### src/rtl/serial_subtractor.sv
// Bit-serial two's-complement subtractor, LSB first, one bit per clock.
// Valid/ready handshake on both sides; the result is held until consumed.
module serial_subtractor #(
   parameter int WIDTH = 8
) (
   input  logic             clk,
   input  logic             rst_n,
   input  logic             in_valid,
   output logic             in_ready,
   input  logic [WIDTH-1:0] a,
   input  logic [WIDTH-1:0] b,
   output logic             out_valid,
   input  logic             out_ready,
   output logic [WIDTH-1:0] diff,
   output logic             borrow,
   output logic             ovf
);

   localparam int CW = $clog2(WIDTH);

   typedef enum logic [1:0] {
      IDLE,
      RUN,
      DONE
   } state_t;

   state_t           state_q, state_d;
   logic [WIDTH-1:0] a_sh_q, a_sh_d;
   logic [WIDTH-1:0] b_sh_q, b_sh_d;
   logic [WIDTH-1:0] diff_q, diff_d;
   logic [CW-1:0]    cnt_q, cnt_d;
   logic             br_q, br_d;
   logic             a_msb_q, a_msb_d;
   logic             b_msb_q, b_msb_d;
   logic             borrow_q, borrow_d;
   logic             ovf_q, ovf_d;

   logic a0, b0, d, br_nx;

   always_comb begin
      a0    = a_sh_q[0];
      b0    = b_sh_q[0];
      d     = a0 ^ b0 ^ br_q;
      br_nx = (~a0 & b0) | (~(a0 ^ b0) & br_q);

      state_d  = state_q;
      a_sh_d   = a_sh_q;
      b_sh_d   = b_sh_q;
      diff_d   = diff_q;
      cnt_d    = cnt_q;
      br_d     = br_q;
      a_msb_d  = a_msb_q;
      b_msb_d  = b_msb_q;
      borrow_d = borrow_q;
      ovf_d    = ovf_q;

      unique case (state_q)
         IDLE: begin
            if (in_valid) begin
               a_sh_d  = a;
               b_sh_d  = b;
               a_msb_d = a[WIDTH-1];
               b_msb_d = b[WIDTH-1];
               br_d    = 1'b0;
               cnt_d   = '0;
               state_d = RUN;
            end
         end
         RUN: begin
            // diff doubles as the result shift register; it is only
            // presented as valid once the last bit has landed.
            a_sh_d = a_sh_q >> 1;
            b_sh_d = b_sh_q >> 1;
            diff_d = {d, diff_q[WIDTH-1:1]};
            br_d   = br_nx;
            if (cnt_q == CW'(WIDTH - 1)) begin
               borrow_d = br_nx;
               ovf_d    = (a_msb_q ^ b_msb_q) & (d ^ a_msb_q);
               state_d  = DONE;
            end else begin
               cnt_d = cnt_q + 1'b1;
            end
         end
         DONE: begin
            if (out_ready) begin
               state_d = IDLE;
            end
         end
         default: state_d = IDLE;
      endcase
   end

   always_ff @(posedge clk or negedge rst_n) begin
      if (!rst_n) begin
         state_q  <= IDLE;
         a_sh_q   <= '0;
         b_sh_q   <= '0;
         diff_q   <= '0;
         cnt_q    <= '0;
         br_q     <= 1'b0;
         a_msb_q  <= 1'b0;
         b_msb_q  <= 1'b0;
         borrow_q <= 1'b0;
         ovf_q    <= 1'b0;
      end else begin
         state_q  <= state_d;
         a_sh_q   <= a_sh_d;
         b_sh_q   <= b_sh_d;
         diff_q   <= diff_d;
         cnt_q    <= cnt_d;
         br_q     <= br_d;
         a_msb_q  <= a_msb_d;
         b_msb_q  <= b_msb_d;
         borrow_q <= borrow_d;
         ovf_q    <= ovf_d;
      end
   end

   assign in_ready  = (state_q == IDLE);
   assign out_valid = (state_q == DONE);
   assign diff      = diff_q;
   assign borrow    = borrow_q;
   assign ovf       = ovf_q;

endmodule

### config.mk
export PLATFORM = sky130hd
export DESIGN_NAME = serial_subtractor
export DESIGN_NICKNAME = d
export VERILOG_FILES = /design/src/rtl/serial_subtractor.sv
export SDC_FILE = /design/constraint.sdc
export NUM_CORES = 1
export LEC_CHECK = 0
export CORE_ASPECT_RATIO = 0.9
export CORE_MARGIN = 4
export CORE_UTILIZATION = 45
export DETAILED_ROUTE_END_ITERATION = 12
export PLACE_DENSITY_LB_ADDON = 0.25
export SYNTH_ARGS = -nofsm -noshare
export SYNTH_HDL_FRONTEND = slang
export SYNTH_SLANG_ARGS = --single-unit
### constraint.sdc
create_clock -name clk -period 1.62 [get_ports clk]
set_input_delay 0.405 -clock clk [delete_from_list [all_inputs] [get_ports clk]]
set_output_delay 0.405 -clock clk [all_outputs]
set_load 0.02 [all_outputs]
* After elaboration in Yosys (flattened, before gate mapping)
Index checks and enable logic that the tools add are counted.
** Word-level totals
- Flip-flop bits (word level) :: 34
- Input bits :: 20
** Operators by class
- Equal/unequal tests :: 7
- Reduce and logical (&&, ||, !) cells :: 7
- Add/subtract/negate cells :: 1
- Muxes and demuxes :: 13
- Bitwise operators :: 10
** Operators with widths (count)
- 8-bit case mux with 2 select lines :: 2
- 8-bit 2-to-1 mux :: 2
- 2-bit 2-to-1 mux :: 3
- 3-bit 2-to-1 mux :: 2
- 2-bit != test (second input constant) :: 3
- 2-bit case mux with 3 select lines :: 1
- 3-bit case mux with 2 select lines :: 1
- 2-bit AND reduction :: 3
- 3-bit AND reduction :: 2
- 1-bit bitwise XOR :: 4
- 3-bit by 1-bit adder with 3-bit output (second input constant) :: 1
- 1-bit bitwise AND :: 3
- 3-bit equality test (second input constant) :: 1
- 2-bit by 1-bit equality test with 1-bit output (second input constant) :: 1
- 2-bit equality test (second input constant) :: 1
- 2-bit zero test :: 1
- 2-bit by 1-bit != test with 1-bit output (second input constant) :: 1
- 1-bit NOT :: 2
- 1-bit case mux with 2 select lines :: 1
- 2-bit nonzero test :: 1
- 1-bit 2-to-1 mux :: 1
- 1-bit bitwise OR :: 1

* Logic depth before layout (Yosys ltp)
- Depth in word-level cells :: 5
- Mapped depth :: 6

* Least setup slack after synthesis
Ideal clock, no wire load.
- Path kind :: reg2reg
- Start point :: reg cnt_q[0]
- End point :: reg cnt_q[0]
- Required time :: 1.495 ns
- Arrival :: 1.410 ns
- Clock period less this slack :: 1.535 ns
- Slack :: 0.085 ns
- Stages on the path, launching flop included :: 6
- Buffers on the path :: 0
- Cell sequence :: dfrtp_1 -> ha_1 -> ha_1 -> nand2b_1 -> a21oi_2 -> mux2_2
** On the way
- Cells in the longest elaborated chain, start to end :: 3
- Elaborated cells on any way between the ends :: 6
** Ends and longest elaborated chain
- start: declaration :: RTL line 31 : logic [CW-1:0] cnt_q, cnt_d;
- start signal: assignment :: RTL line 110 : cnt_q <= cnt_d;
- 3-bit by 1-bit adder with 3-bit output / 3-bit equality test (equally long branches) :: RTL line 81, 76
- 3-bit 2-to-1 mux / 2-bit != test (equally long branches)
- 3-bit case mux with 2 select lines / 3-bit AND reduction (equally long branches)
Several ways; a longest one is shown, not always the timed one. The select of a mux whose other input is x is not followed.
A chain may end at the register's enable or synchronous reset.

* Worst setup path in the final report
- Start point :: reg cnt_q[0]
- End point :: reg cnt_q[2]
Same word-level chain as after synthesis.

==> qor.json <==
{
  "initial_utilization": {"value": 0.485},
  "die_w": {"value": 69.8, "unit": "um"},
  "clock-sinks": {"value": 34},
  "mappedNetlistNets": {"value": 158},
  "detail_route.wirelength": {"value": 2.74, "unit": "mm"},
  "critical-path-slowest-cell": {"value": "dfrtp_1"},
  "avgSynthCellArea": {"value": 11.5, "unit": "um^2"},
  "top_cell_family_by_delay_on_the_critical_path": {"value": "flip-flops"},
  "detailroute.via_count": {"value": 1065},
  "design.portCount": {"value": 32},
  "worst-slew-pin-transition": {"value": 0.211, "unit": "ns"},
  "timing.critical_path.required": {"value": 1.80, "unit": "ns"},
  "cts.htree.levels": {"value": 2},
  "skew": {"value": 0.00723, "unit": "ns"},
  "synth.yosys.warnings": {"value": 0},
  "synthDistinctLibCells": {"value": 21},
  "rsz0062_at_grt": {"value": "no"},
  "gr-usage-all-layers": {"value": 0.148},
  "worstSetupPathType": {"value": "flip-flop to flip-flop"},
  "final_gp_congestion": {"value": 0.779},
  "worst_slew_margin_rel": {"value": 0.859},
  "routedWlPerCell": {"value": 12.6, "unit": "um"},
  "crit_fanout": {"value": 4},
  "timing.hold.worst.class": {"value": "input pin to async pin"},
  "flop2flop_setup_slack": {"value": 0.07, "unit": "ns"},
  "postSynth.asyncResetShare": {"value": 1.00},
  "r2r-end": {"value": "cnt_q[2]"},
  "design.core.area": {"value": 3190, "unit": "um^2"},
  "r2r.worst_path.cells": {"value": 5},
  "layout.cells.most_common_list": {"value": "34 x dfrtp_1, 20 x nand2_1, 19 x clkdlybuf4s50_1"},
  "r2r_start": {"value": "cnt_q[0]"},
  "area_overhead_vs_synth": {"value": 33.0, "unit": "%"},
  "layout_cells_sized_above_1": {"value": 0.189},
  "synth-edff-count": {"value": 0},
  "final.fill_count": {"value": 273},
  "die_height": {"value": 63.6, "unit": "um"},
  "number_of_setup_violations_in_the_final_report": {"value": 0},
  "post_dp_cell_area": {"value": 1950, "unit": "um^2"},
  "grt_max_degree": {"value": 35},
  "vdd.ir_drop.worst": {"value": 994, "unit": "uV"},
  "global_route_wire_length_before_repair": {"value": 4.99, "unit": "mm"},
  "clk_transition_reported_paths": {"value": 0.07, "unit": "ns"},
  "postCtsHoldBufs": {"value": 0},
  "final_hold_viol_count": {"value": 0},
  "port-buffer-count": {"value": 31},
  "fin_nets": {"value": 197},
  "cts-buffers-inserted": {"value": 5},
  "arrival": {"value": 1.73, "unit": "ns"},
  "cts_root_buffer": {"value": "clkbuf_8"},
  "drtIter0Drc": {"value": 28},
  "timing.critical_path.slowest_cell_delay": {"value": 0.40, "unit": "ns"},
  "synth-seq-cells": {"value": 34},
  "core.rowCount": {"value": 19},
  "die_area": {"value": 4440, "unit": "um^2"},
  "timing.final.ws_setup": {"value": 0.0725, "unit": "ns"},
  "grt_antenna_before_repair": {"value": 0},
  "clk_path_buf_depth": {"value": 2},
  "post-place-ws": {"value": -0.163, "unit": "ns"},
  "critPathLaunchType": {"value": "flip-flop"},
  "period_needed": {"value": 1.55, "unit": "ns"},
  "drt_pre_antenna_iters": {"value": 4},
  "finalCritPeriodShare": {"value": 0.955},
  "critical_path.cell_chain": {"value": "ha_2, ha_1, nand2b_4, a21oi_4, mux2_4"},
  "synth_seq_area_share": {"value": 0.550},
  "slew_viol_final": {"value": 0},
  "clkLatencyLatePin": {"value": 0.29, "unit": "ns"},
  "max-cap-violations": {"value": 0},
  "fmaxAchievable": {"value": 646, "unit": "MHz"},
  "crit_buf_inv": {"value": 0},
  "run_status": {"value": "complete, no violations"},
  "crit_path_end_kind": {"value": "flip-flop"},
  "drtAntennaViolNets": {"value": 0},
  "netlist_area": {"value": 1550, "unit": "um^2"},
  "static-leakage-power": {"value": 0.000927, "unit": "uW"},
  "global_route.overflow_total": {"value": 0},
  "synth_top_flop_cell": {"value": "dfrtp_1"},
  "drt_drc_violations_left": {"value": 0},
  "stdcell_area": {"value": 2060, "unit": "um^2"},
  "post_synth_inst_count": {"value": 135},
  "avgViaCountPerCell": {"value": 4.91},
  "power_density": {"value": 1880, "unit": "nW/um^2"},
  "num_antenna_cells": {"value": 0},
  "first_global_vias": {"value": 1138},
  "layout_commonest_cell": {"value": "dfrtp_1"},
  "detailed_place_hpwl": {"value": 1.94, "unit": "mm"},
  "tritoncts": {"value": "built"}
}
through the flow:
stage          hold slack [ns]  setup TNS [ns]  utilization  instances  total power, uW
3_3_place_gp             0.463          -0.360        0.612        208             3180
3_5_place_dp             0.480          -0.542        0.612        208             3280
4_1_cts                  0.472               0        0.644        217             3910
2_1_floorplan            0.109               0            -        135             2690
5_1_grt                  0.485               0        0.646        217             4200
6_report                 0.473               0        0.646        217             3870
area by class of cell:
| class | instances | area [um^2] | share of cell area |
|---|---|---|---|
| clock inverter | 1 | 5.00 | 0.00243 |
| sequential | 34 | 851 | 0.414 |
| tap | 42 | 52.6 | 0.0255 |
| multi-input combinational | 90 | 658 | 0.320 |
| timing repair buffer | 39 | 389 | 0.189 |
| inverter | 4 | 15.0 | 0.00730 |
| clock buffer | 7 | 86.3 | 0.0420 |
state kept, by name (all words and copies together), names as in the netlist:
register / count
a_sh_q: 8
cnt_q: 3
state_q: 2
br_q: 1
ovf: 1
a_msb_q: 1
b_sh_q: 8
diff: 8
borrow: 1
b_msb_q: 1
cell usage after synthesis, types with 2 or more instances:
| master | count | area (um^2) |
|---|---|---|
| nor2_1 | 4 | 15.0 |
| nand2_1 | 20 | 75.1 |
| mux2i_1 | 14 | 140 |
| inv_1 | 4 | 15.0 |
| nand2b_1 | 4 | 25.0 |
| buf_6 | 3 | 33.8 |
| a21oi_1 | 3 | 15.0 |
| o21ai_1 | 14 | 70.1 |
| dfrtp_1 | 34 | 851 |
| mux2_2 | 13 | 146 |
| o21ai_0 | 5 | 25.0 |
| ha_1 | 2 | 25.0 |
| buf_2 | 2 | 10.0 |
| nor2b_1 | 6 | 37.5 |
logic make-up after synthesis:
kind of cell | count (synthesis) | share of synthesized area
and+or+nand+nor | 36 | 0.108
DFF | 34 | 0.550
muxes | 27 | 0.185
AOI/OAI and AO/OA | 24 | 0.0817
buffers and inverters | 11 | 0.0453
adders and majority gates | 3 | 0.0291
power by group:
group,total [uW],switching [uW],internal (uW),leakage (uW)
Clock,634,291,342,0.0000482
Combinational,1770,844,922,0.000458
Sequential,1470,219,1250,0.000422
Total,3870,1350,2510,0.000927
repair_timing:
item,4_1_cts,5_1_grt
resized for setup,16,4
pin swaps,1,1
endpoints found under the setup margin,15,4
buffers inserted,1,0
how the worst max path moves through the flow:
| stage | slack (ns) | start | end | cells after the start |
|---|---|---|---|---|
| final | 0.07 | cnt_q[0] | cnt_q[2] | 5 |
| after global routing | 0.01 | cnt_q[0] | cnt_q[1] | 5 |
| after CTS | 0.02 | state_q[0] | out_valid | 2 |
| after detailed placement | -0.16 | in_valid | b_msb_q | 4 |
| after global placement | -0.11 | in_valid | a_msb_q | 4 |
| after floorplan | 0.09 | cnt_q[0] | cnt_q[0] | 5 |
metal layers:
metal / GRT usage / share of wire
met1: 0.166 / 0.42
met2: 0.233 / 0.49
met3: 0.0588 / 0.060
met4: 0.0933 / 0.026
met5: 0 / 0
(Power assumes the default switching activity.)
